[config.mk]
export PLATFORM = sky130hd
export DESIGN_NAME = ws2812_rx
export DESIGN_NICKNAME = d
export VERILOG_FILES = /design/src/rtl/ws2812_pkg.sv /design/src/rtl/ws2812_rx_sync.sv /design/src/rtl/ws2812_rx.sv
export SDC_FILE = /design/constraint.sdc
export NUM_CORES = 1
export LEC_CHECK = 0
export CAP_MARGIN = 10
export CORE_MARGIN = 2
export CORE_UTILIZATION = 31
export DETAILED_ROUTE_END_ITERATION = 6
export HOLD_SLACK_MARGIN = 0.03
export PLACE_DENSITY = 0.59
export SETUP_SLACK_MARGIN = 0.5
export SLEW_MARGIN = 20
export SYNTH_ARGS = -nofsm -noshare
export SYNTH_HDL_FRONTEND = slang
export SYNTH_SLANG_ARGS = --single-unit
[constraint.sdc]
create_clock -name clk -period 2.5 [get_ports clk]
set_input_delay 0.25 -clock clk [delete_from_list [all_inputs] [get_ports clk]]
set_output_delay 0.25 -clock clk [all_outputs]
set_load 0.02 [all_outputs]
[src/rtl/ws2812_pkg.sv]
// rtl/ws2812_pkg.sv - shared WS2812 state encoding, default timing constants and GRB field helpers.
package ws2812_pkg;

  typedef enum logic [2:0] {
    ST_SYNC_GAP,
    ST_IDLE,
    ST_HIGH,
    ST_LOW,
    ST_ERR
  } rx_state_e;

  // Defaults in clk cycles at 100 MHz.
  localparam int unsigned WS_CLK_HZ         = 100_000_000;
  localparam int unsigned T0H_CYCLES        = 40;
  localparam int unsigned T1H_CYCLES        = 80;
  localparam int unsigned BIT_PERIOD_CYCLES = 125;
  localparam int unsigned BIT_THRESH_CYCLES = 60;
  localparam int unsigned MIN_HIGH_CYCLES   = 15;
  localparam int unsigned MAX_HIGH_CYCLES   = 120;
  localparam int unsigned RESET_GAP_CYCLES  = 5000;
  localparam int unsigned PX_NUM_DEFAULT    = 52;
  localparam int unsigned PX_COUNT_W        = 6;
  localparam int unsigned GRB_BITS          = 24;

  typedef struct packed {
    logic [7:0] g;
    logic [7:0] r;
    logic [7:0] b;
  } grb_t;

  function automatic logic [7:0] grb_green(input logic [23:0] w);
    return w[23:16];
  endfunction

  function automatic logic [7:0] grb_red(input logic [23:0] w);
    return w[15:8];
  endfunction

  function automatic logic [7:0] grb_blue(input logic [23:0] w);
    return w[7:0];
  endfunction

endpackage

[src/rtl/ws2812_rx_sync.sv]
// rtl/ws2812_rx_sync.sv - two-flop synchronizer for din with registered level and rise/fall strobes.
module ws2812_rx_sync (
  input  logic clk,
  input  logic reset_n,
  input  logic din,
  output logic level,
  output logic rise,
  output logic fall
);

  logic meta_q, sync_q, level_q, rise_q, fall_q;
  logic rise_d, fall_d;

  always_comb begin
    rise_d = sync_q & ~level_q;
    fall_d = ~sync_q & level_q;
  end

  // Level and strobes update together, so the FSM sees a consistent view 3 clk after the pin.
  always_ff @(posedge clk or negedge reset_n) begin
    if (!reset_n) begin
      meta_q  <= 1'b0;
      sync_q  <= 1'b0;
      level_q <= 1'b0;
      rise_q  <= 1'b0;
      fall_q  <= 1'b0;
    end else begin
      meta_q  <= din;
      sync_q  <= meta_q;
      level_q <= sync_q;
      rise_q  <= rise_d;
      fall_q  <= fall_d;
    end
  end

  assign level = level_q;
  assign rise  = rise_q;
  assign fall  = fall_q;

endmodule

[src/rtl/ws2812_rx.sv]
// rtl/ws2812_rx.sv - WS2812 one-wire receiver: pulse classification, GRB word assembly, frame latch and errors.
module ws2812_rx
  import ws2812_pkg::*;
#(
  parameter int unsigned CLK_HZ         = WS_CLK_HZ,
  parameter int unsigned BIT_THRESH     = BIT_THRESH_CYCLES,
  parameter int unsigned MIN_HIGH       = MIN_HIGH_CYCLES,
  parameter int unsigned MAX_HIGH       = MAX_HIGH_CYCLES,
  parameter int unsigned RESET_CYCLES   = RESET_GAP_CYCLES,
  parameter int unsigned PX_NUM         = PX_NUM_DEFAULT,
  parameter int unsigned PX_COUNT_WIDTH = PX_COUNT_W,
  parameter int unsigned BITS_PER_PIXEL = GRB_BITS
) (
  input  logic                      clk,
  input  logic                      reset_n,
  input  logic                      din,
  output logic [BITS_PER_PIXEL-1:0] pixel,
  output logic                      pixel_valid,
  output logic [PX_COUNT_WIDTH-1:0] pixel_idx,
  output logic                      frame_done,
  output logic [PX_COUNT_WIDTH:0]   frame_len,
  output logic                      frame_err,
  output logic                      overflow
);

  localparam int HW  = $clog2(MAX_HIGH + 1);
  localparam int LW  = $clog2(RESET_CYCLES + 1);
  localparam int BCW = $clog2(BITS_PER_PIXEL);
  localparam int WW  = PX_COUNT_WIDTH + 1;

  localparam logic [HW-1:0]  HIGH_SAT  = HW'(MAX_HIGH);
  localparam logic [HW-1:0]  BIT_TH    = HW'(BIT_THRESH);
  localparam logic [HW-1:0]  MIN_H     = HW'(MIN_HIGH);
  localparam logic [LW-1:0]  LOW_SAT   = LW'(RESET_CYCLES);
  localparam logic [BCW-1:0] LAST_BIT  = BCW'(BITS_PER_PIXEL - 1);
  localparam logic [WW-1:0]  PX_LIMIT  = WW'(PX_NUM);
  localparam logic [WW-1:0]  WORD_SAT  = WW'(PX_NUM + 1);

  if (CLK_HZ == 0 || MIN_HIGH >= BIT_THRESH || BIT_THRESH >= MAX_HIGH) begin : g_bad_params
    $error("ws2812_rx: inconsistent timing parameters");
  end

  logic level, rise, fall;

  ws2812_rx_sync u_sync (
    .clk     (clk),
    .reset_n (reset_n),
    .din     (din),
    .level   (level),
    .rise    (rise),
    .fall    (fall)
  );

  rx_state_e                 state_q, state_d;
  logic [HW-1:0]             high_cnt_q, high_cnt_d;
  logic [LW-1:0]             low_cnt_q, low_cnt_d;
  logic [BCW-1:0]            bit_cnt_q, bit_cnt_d;
  logic [WW-1:0]             word_cnt_q, word_cnt_d;
  logic [BITS_PER_PIXEL-2:0] shreg_q, shreg_d;
  logic [BITS_PER_PIXEL-1:0] pixel_q, pixel_d;
  logic                      pixel_valid_q, pixel_valid_d;
  logic [PX_COUNT_WIDTH-1:0] pixel_idx_q, pixel_idx_d;
  logic                      frame_done_q, frame_done_d;
  logic [WW-1:0]             frame_len_q, frame_len_d;
  logic                      frame_err_q, frame_err_d;
  logic                      overflow_q, overflow_d;

  logic [HW-1:0]             high_inc;
  logic [LW-1:0]             low_inc;
  logic                      rx_bit;
  logic [BITS_PER_PIXEL-1:0] new_word;

  always_comb begin
    state_d       = state_q;
    high_cnt_d    = high_cnt_q;
    low_cnt_d     = low_cnt_q;
    bit_cnt_d     = bit_cnt_q;
    word_cnt_d    = word_cnt_q;
    shreg_d       = shreg_q;
    pixel_d       = pixel_q;
    pixel_valid_d = 1'b0;
    pixel_idx_d   = pixel_idx_q;
    frame_done_d  = 1'b0;
    frame_len_d   = frame_len_q;
    frame_err_d   = frame_err_q;
    overflow_d    = overflow_q;

    high_inc = (high_cnt_q == HIGH_SAT) ? high_cnt_q : high_cnt_q + 1'b1;
    low_inc  = (low_cnt_q == LOW_SAT) ? low_cnt_q : low_cnt_q + 1'b1;
    rx_bit   = (high_cnt_q >= BIT_TH);
    new_word = {shreg_q, rx_bit};

    case (state_q)
      // ERR differs from SYNC_GAP only in how it was entered (frame_err already set).
      ST_SYNC_GAP, ST_ERR: begin
        if (level) begin
          low_cnt_d = '0;
        end else if (low_inc == LOW_SAT) begin
          low_cnt_d = '0;
          state_d   = ST_IDLE;
        end else begin
          low_cnt_d = low_inc;
        end
      end

      // A level without a strobe means the rise coincided with the latch timeout.
      ST_IDLE: begin
        if (level) begin
          state_d     = ST_HIGH;
          high_cnt_d  = rise ? HW'(1) : HW'(2);
          bit_cnt_d   = '0;
          word_cnt_d  = '0;
          frame_err_d = 1'b0;
          overflow_d  = 1'b0;
        end
      end

      ST_HIGH: begin
        if (fall) begin
          low_cnt_d = '0;
          if (high_cnt_q < MIN_H) begin
            state_d     = ST_ERR;
            frame_err_d = 1'b1;
            bit_cnt_d   = '0;
          end else begin
            state_d = ST_LOW;
            shreg_d = new_word[BITS_PER_PIXEL-2:0];
            if (bit_cnt_q == LAST_BIT) begin
              bit_cnt_d = '0;
              if (word_cnt_q < PX_LIMIT) begin
                pixel_d       = new_word;
                pixel_valid_d = 1'b1;
                pixel_idx_d   = word_cnt_q[PX_COUNT_WIDTH-1:0];
              end else begin
                overflow_d = 1'b1;
              end
              if (word_cnt_q != WORD_SAT) begin
                word_cnt_d = word_cnt_q + 1'b1;
              end
            end else begin
              bit_cnt_d = bit_cnt_q + 1'b1;
            end
          end
        end else if (high_inc == HIGH_SAT) begin
          state_d     = ST_ERR;
          frame_err_d = 1'b1;
          bit_cnt_d   = '0;
          low_cnt_d   = '0;
        end else begin
          high_cnt_d = high_inc;
        end
      end

      // Latch timeout is checked before the rise strobe so a completed gap always wins.
      ST_LOW: begin
        if (low_inc == LOW_SAT) begin
          frame_done_d = 1'b1;
          frame_len_d  = word_cnt_q;
          if (bit_cnt_q != '0) begin
            frame_err_d = 1'b1;
          end
          bit_cnt_d = '0;
          low_cnt_d = '0;
          state_d   = ST_IDLE;
        end else if (rise) begin
          state_d    = ST_HIGH;
          high_cnt_d = HW'(1);
        end else begin
          low_cnt_d = low_inc;
        end
      end

      default: state_d = ST_SYNC_GAP;
    endcase
  end

  always_ff @(posedge clk or negedge reset_n) begin
    if (!reset_n) begin
      state_q       <= ST_SYNC_GAP;
      high_cnt_q    <= '0;
      low_cnt_q     <= '0;
      bit_cnt_q     <= '0;
      word_cnt_q    <= '0;
      shreg_q       <= '0;
      pixel_q       <= '0;
      pixel_valid_q <= 1'b0;
      pixel_idx_q   <= '0;
      frame_done_q  <= 1'b0;
      frame_len_q   <= '0;
      frame_err_q   <= 1'b0;
      overflow_q    <= 1'b0;
    end else begin
      state_q       <= state_d;
      high_cnt_q    <= high_cnt_d;
      low_cnt_q     <= low_cnt_d;
      bit_cnt_q     <= bit_cnt_d;
      word_cnt_q    <= word_cnt_d;
      shreg_q       <= shreg_d;
      pixel_q       <= pixel_d;
      pixel_valid_q <= pixel_valid_d;
      pixel_idx_q   <= pixel_idx_d;
      frame_done_q  <= frame_done_d;
      frame_len_q   <= frame_len_d;
      frame_err_q   <= frame_err_d;
      overflow_q    <= overflow_d;
    end
  end

  assign pixel       = pixel_q;
  assign pixel_valid = pixel_valid_q;
  assign pixel_idx   = pixel_idx_q;
  assign frame_done  = frame_done_q;
  assign frame_len   = frame_len_q;
  assign frame_err   = frame_err_q;
  assign overflow    = overflow_q;

endmodule

==> results of run 1 <==
[timing repair]
action | in CTS | in global routing
gates resized for setup | 28 | 20
gates cloned | 0 | 1
hold buffers | 1 | 0
pin swaps | 15 | 9
hold endpoints to repair | 31 | 0
endpoints found under the setup margin | 72 | 81
setup buffers | 15 | 7
[Yosys cell counts (5+ instances only)]
| cell type | n |
|---|---|
| and3_1 | 5 |
| dfrtp_1 | 104 |
| clkbuf_1 | 15 |
| ha_1 | 8 |
| nand2_1 | 93 |
| nor3_1 | 6 |
| inv_1 | 17 |
| o21ai_0 | 20 |
| or3_1 | 8 |
| a21oi_1 | 26 |
| a22o_1 | 12 |
| nand2b_1 | 5 |
| nor2_1 | 26 |
| nand3_1 | 19 |
| a31oi_1 | 7 |
| o211ai_1 | 10 |
| buf_2 | 5 |
| mux2_2 | 34 |
[area by class of cell]
type / count / area, um2 / area share, %
Clock buffer: 9 / 225 / 3.30
Clock inverter: 7 / 92.6 / 1.36
Inverter: 17 / 63.8 / 0.936
Multi-Input combinational cell: 357 / 2570 / 37.7
Sequential cell: 104 / 2610 / 38.3
Tap cell: 220 / 275 / 4.04
Timing Repair Buffer: 105 / 978 / 14.4
[kinds of logic after synthesis]
family,count (synthesis),synth area share (%)
simple gates,189,18.1
xor+xnor,5,0.853
flops,104,50.7
buf+inv,42,3.56
mux,42,9.34
fa+ha+maj,8,1.95
compound gates,113,15.5
[per-stage QoR]
stage	std cells	util (%)	power [mW]	worst slack, ps	hold WS, ps
finish	819	41.5	3.31	124	351
global route	819	41.5	3.44	16.1	337
CTS	811	40.6	3.36	165	353
detailed placement	779	37.1	1.84	64.0	227
global placement	779	37.1	1.83	139	225
floorplan	503	-	1.78	240	-45.6
[routing by layer]
layer / wire length (um) / GRT usage [%] / vias to the layer above
li1: - / - / 1972
met5: 0 / 0 / -
met3: 505 / 4.29 / 10
met2: 6450 / 23.9 / 76
met1: 5910 / 19.9 / 2124
met4: 142 / 5.20 / 0
[report_power, final]
| group | switching [mW] | internal [mW] |
|---|---|---|
| Sequential | 0.0134 | 1.69 |
| Combinational | 0.0715 | 0.0434 |
| Clock | 0.688 | 0.799 |
[worst min path at each step]
| stage | startpoint | to | slack, ps | cells after the start |
|---|---|---|---|---|
| final | din | u_sync.meta_q | 350 | 1 |
| after global routing | din | u_sync.meta_q | 340 | 1 |
| after CTS | din | u_sync.meta_q | 350 | 1 |
| after detailed placement | reset_n | pixel[17] | 230 | 1 |
| after global placement | reset_n | pixel[17] | 230 | 1 |
| after floorplan | reset_n | bit_cnt_q[0] | -50 | 0 |
[flip-flops by register name, summed over array words and instances (netlist names), 3 cells and up]
name / cells
bit_cnt_q: 5
frame_len: 7
high_cnt_q: 7
low_cnt_q: 13
pixel: 24
pixel_idx: 6
shreg_q: 23
state_q: 3
word_cnt_q: 7
==> results.py, run 1 <==
metrics = {
    "timing": {
        "slew_headroom_pct": 63.0,
        "fmax_ghz": 0.421,
        "fin_setup_tns_ps": 0,
        "worstMarginPinSlew_ps": 550,
        "rsz0062_at_grt": "true",
        "period_share_pct": 95.1,
        "setup_viol": 0,
        "min_period_ps": 2380,
        "fin_worst_skew_ps": 8.41,
        "slew_violations": 0,
        "final-hold-violation-count": 0,
    },
    "setup_path": {
        "cp.depth": 6,
        "worstReg2RegEnd": "bit_cnt_q[2]",
        "crit_start": "low_cnt_q[5]",
        "cp_slowest_cell": "or4b_4",
        "cp.arrival_ps": 2610,
        "cp.required_ps": 2730,
        "slowest_delay_ps": 570,
        "startpoint_type": "flip-flop",
        "reg2reg_slack_ps": 120,
        "critPathKind": "reg2reg",
        "path_buf_inv": 1,
        "critPathTopFamily": "compound AO/OA/AOI/OAI gates",
        "worstSetupEndpointType": "flip-flop",
        "path_max_fanout": 6,
        "path_cells": "or4b_4 -> a2111oi_4 -> nand4_4 -> a311oi_2 -> buf_4 -> a31oi_1",
        "r2r_start": "low_cnt_q[5]",
        "reg2reg_depth": 6,
        "worstSetupEndpoint": "bit_cnt_q[2]",
    },
    "cells_and_area": {
        "n_antenna_cell": 0,
        "nets": 605,
        "syn_to_final_growth_pct": 32.8,
        "fin_area_um2": 6820,
        "n_fill_cell": 1582,
        "drive_gt1_share_pct": 27.2,
        "final_common_cell": "dfrtp_1",
        "final_cell_mix": "dfrtp_1, nand2_1, buf_4",
    },
    "synth": {
        "synth_cells": 503,
        "synth_top_flop_cell": "dfrtp_1",
        "synth_cell_types": 66,
        "synth.area.top_cells": "dfrtp_1, mux2_2, nand2_1",
        "synthArstFlopShare_pct": 100,
        "yosysTopAreaCellShare_pct": 50.7,
        "ys_seq_area_share_pct": 50.7,
        "ys_ff_latch": 104,
        "yosysWarningCount": 0,
        "synth.avg_cell_area_um2": 10.2,
        "synth_nets": 514,
        "yosysTopAreaCell": "dfrtp_1",
        "synth_edf_count": 0,
        "synthesis.area_um2": 5130,
    },
    "global_route": {
        "grt_max_degree": 43,
        "grt_pass1_wl_um": 21600,
        "grt-ovfl-total": 0,
        "grt_pass1_vias": 4206,
        "grt_antenna_before_repair": 0,
        "grtUsageTotal_pct": 15.1,
    },
    "floorplan": {
        "start_util_pct": 31.3,
        "io_pins": 44,
        "die_w_um": 133,
        "core_um2": 16400,
        "row_count": 47,
        "dieHeight_um": 133,
        "die_area_um2": 17600,
    },
    "route": {
        "wirelength_um": 13000,
        "viasPerCell": 5.11,
        "drc_errors": 0,
        "via_count": 4182,
        "dr.first_iter.drc_count": 242,
        "dr.pass1.iters": 5,
        "ant_nets": 0,
        "wl_per_cell_um": 15.9,
    },
    "cts": {
        "cts_buffers": 9,
        "tritoncts": "built",
        "ctsLongestPathBuffers": 2,
        "cts_root_buffer": "clkbuf_16",
        "clock_sinks": 104,
        "clk_pin_slew_ps": 70,
        "clk_latency_ps": 360,
        "cts-htree-levels": 3,
    },
    "outcome": {
        "status": "finished, final reports clean",
    },
    "power": {
        "vdd_ir_drop_max_v": 0.000364,
        "power.static_leakage_nw": 3.11,
        "powerDensity_nw_per_um2": 485,
    },
    "placement": {
        "routabilityCongestion": 0.859,
        "port_buffers": 43,
        "dp_hpwl_um": 8680,
        "placed_cell_area_um2": 6080,
    },
    "worst_hold_path": {
        "min_path_type": "in2reg",
    },
    "flow_run": {
        "drv_cap": 0,
    },
}
Power figures use the tool's default switching activity.
==> inputs of run 2 (changes only) <==
Settings changed: PLACE_DENSITY 0.59 to 0.57.
Clock period 2.5 ns to 2.9 ns, I/O delays scaled along.
==> run 2 against run 1 <==
Net effect:
- combinational power down 25%
- clock skew up 2.4 ps
- worst setup slack better by 360 ps
- final cell count down 2.2%
- routed wire length down 6.4%
- core utilization down 2.0 points
- register-to-register slack better by 360 ps
- sequential cell count unchanged
- power down 18%
- critical path type unchanged
- clock-buffer cell count up 2
==> results.py, run 2 (synthesis gave the netlist of run 1 again) <==
metrics = {
    "outcome": {
        "status": "finished, final reports clean",
    },
    "cells_and_area": {
        "n_antenna_cell": 0,
        "n_fill_cell": 1585,
        "multiInputGateArea_um2": 2460,
        "fin_util_pct": 39.5,
        "area.sequential_um2": 2620,
        "drive_gt1_share_pct": 22.9,
        "final_common_cell": "nand2_1",
        "syn_to_final_growth_pct": 26.3,
        "nets": 587,
        "largest_reg_flops": 24,
        "final_cell_mix": "nand2_1, dfrtp_1, clkdlybuf4s50_1",
    },
    "setup_path": {
        "reg2reg_slack_ps": 480,
        "cp.required_ps": 3140,
        "cp_slowest_cell": "or4b_4",
        "worstSetupEndpointType": "flip-flop",
        "reg2reg_depth": 8,
        "path_cells": "or4b_4 -> nand4b_4 -> mux2i_4 -> and4_4 -> buf_8 -> o211ai_1 -> buf_4 -> a22o_1",
        "slowest_delay_ps": 570,
        "startpoint_type": "flip-flop",
        "r2r_start": "low_cnt_q[10]",
        "cp.arrival_ps": 2660,
        "worstReg2RegEnd": "low_cnt_q[3]",
        "path_max_fanout": 7,
        "critPathKind": "reg2reg",
    },
    "timing": {
        "fin_setup_tns_ps": 0,
        "final-hold-violation-count": 0,
        "hold_slack_ps": 13.8,
        "fmax_ghz": 0.413,
        "slew_headroom_pct": 48.6,
        "fin_worst_skew_ps": 10.8,
        "rsz0062_at_grt": "true",
        "slew_violations": 0,
        "period_share_pct": 83.5,
        "min_period_ps": 2420,
        "worstMarginPinSlew_ps": 772,
        "setup_viol": 0,
    },
    "global_route": {
        "grt_pass1_vias": 4137,
        "grt-ovfl-total": 0,
        "grt_max_degree": 60,
        "grt_antenna_before_repair": 0,
        "grtUsageTotal_pct": 14.4,
        "grt_pass1_wl_um": 20600,
    },
    "cts": {
        "ctsLongestPathBuffers": 2,
        "cts_buffers": 9,
        "cts_root_buffer": "clkbuf_16",
        "cts-htree-levels": 3,
        "clock_sinks": 104,
        "clk_pin_slew_ps": 70,
        "clk_latency_ps": 350,
        "tritoncts": "built",
    },
    "route": {
        "drc_errors": 0,
        "viasPerCell": 5.08,
        "wirelength_um": 12200,
        "wl_per_cell_um": 15.2,
        "dr.first_iter.drc_count": 223,
        "ant_nets": 0,
        "dr.pass1.iters": 4,
        "via_count": 4068,
    },
    "floorplan": {
        "die_w_um": 133,
        "start_util_pct": 31.3,
        "row_count": 47,
        "dieHeight_um": 133,
        "die_area_um2": 17600,
        "io_pins": 44,
        "core_um2": 16400,
    },
    "power": {
        "cell_internal_pwr_mw": 2.09,
        "switching_share_pct": 23.3,
        "powerDensity_nw_per_um2": 420,
        "power.switching_mw": 0.636,
        "power_frac_clock_pct": 43.0,
        "power_frac_comb_pct": 3.2,
        "seqPwrFrac_pct": 53.9,
        "vdd_ir_drop_max_v": 0.000314,
        "power.static_leakage_nw": 2.94,
    },
    "flow_run": {
        "drv_cap": 0,
    },
    "placement": {
        "port_buffers": 43,
        "dp_hpwl_um": 7830,
        "routabilityCongestion": 0.883,
    },
    "worst_hold_path": {
        "min_path_type": "in2async",
    },
}
[run 2: cell types whose count changed in the layout (fill, tap and decap cells not counted), sizes merged]
cell         delta
clkinv          -4
clkbuf          +2
buf            -17
dlygate4sd3     -1
bufinv          -1
inv             +3
[run 2: worst max-delay path by stage]
stage             startpoint            end  slack [ps]
6_report       low_cnt_q[10]   low_cnt_q[3]         480
5_1_grt         low_cnt_q[2]   frame_len[4]         370
2_1_floorplan  high_cnt_q[0]     state_q[2]         570
3_3_place_gp    low_cnt_q[0]  high_cnt_q[0]         360
3_5_place_dp    low_cnt_q[0]  high_cnt_q[0]         300
4_1_cts        high_cnt_q[2]  word_cnt_q[5]         500
[run 2: critical path, delay by kind of cell, from the launching register on]
family / cells / cell delay (ps)
compound gates: 2 / 320
simple gates: 3 / 1050
flops: 1 / 390
buf+inv: 2 / 310
mux: 1 / 220
[run 2: metrics by stage]
step	power, mW	worst slack, ps	instances	cell area [um2]
final	2.72	479	801	6480
after global routing	2.85	375	801	6480
after CTS	2.77	497	787	6280
after detailed placement	1.58	298	754	5830
after global placement	1.57	364	754	5830
after floorplan	1.53	574	503	5130
[run 2: per-layer routing]
metal | vias up | global-route usage, % | wire length [um]
met5 | - | 0 | 0
met4 | 0 | 4.90 | 200
met3 | 17 | 3.83 | 464
met2 | 78 | 23.7 | 5990
met1 | 2039 | 18.2 | 5530
li1 | 1934 | - | -
[run 2: final cells by class]
cell class                 count  share of cell area (%)
tap                          220                    4.25
sequential                   104                    40.4
clock inverter                 5                   0.714
timing repair buffer          87                    12.1
inverter                      17                   0.984
multi-input combinational    357                    38.0
clock buffer                  11                    3.59
[run 2: what timing repair did]
item                                    CTS  global route
pin swaps                                 7             7
cloned                                    1             0
setup buffers                            16            14
gates resized for setup                  12            27
hold buffers                              0             0
endpoints found under the setup margin   31            66
[run 2: power groups by stage]
| stage | clock (mW) | combinational, mW | sequential, mW |
|---|---|---|---|
| 2_1_floorplan | 0 | 0.0410 | 1.49 |
| 3_3_place_gp | 0 | 0.0772 | 1.50 |
| 3_5_place_dp | 0 | 0.0787 | 1.50 |
| 4_1_cts | 1.22 | 0.0854 | 1.47 |
| 5_1_grt | 1.28 | 0.0981 | 1.47 |
| 6_report | 1.17 | 0.0862 | 1.47 |
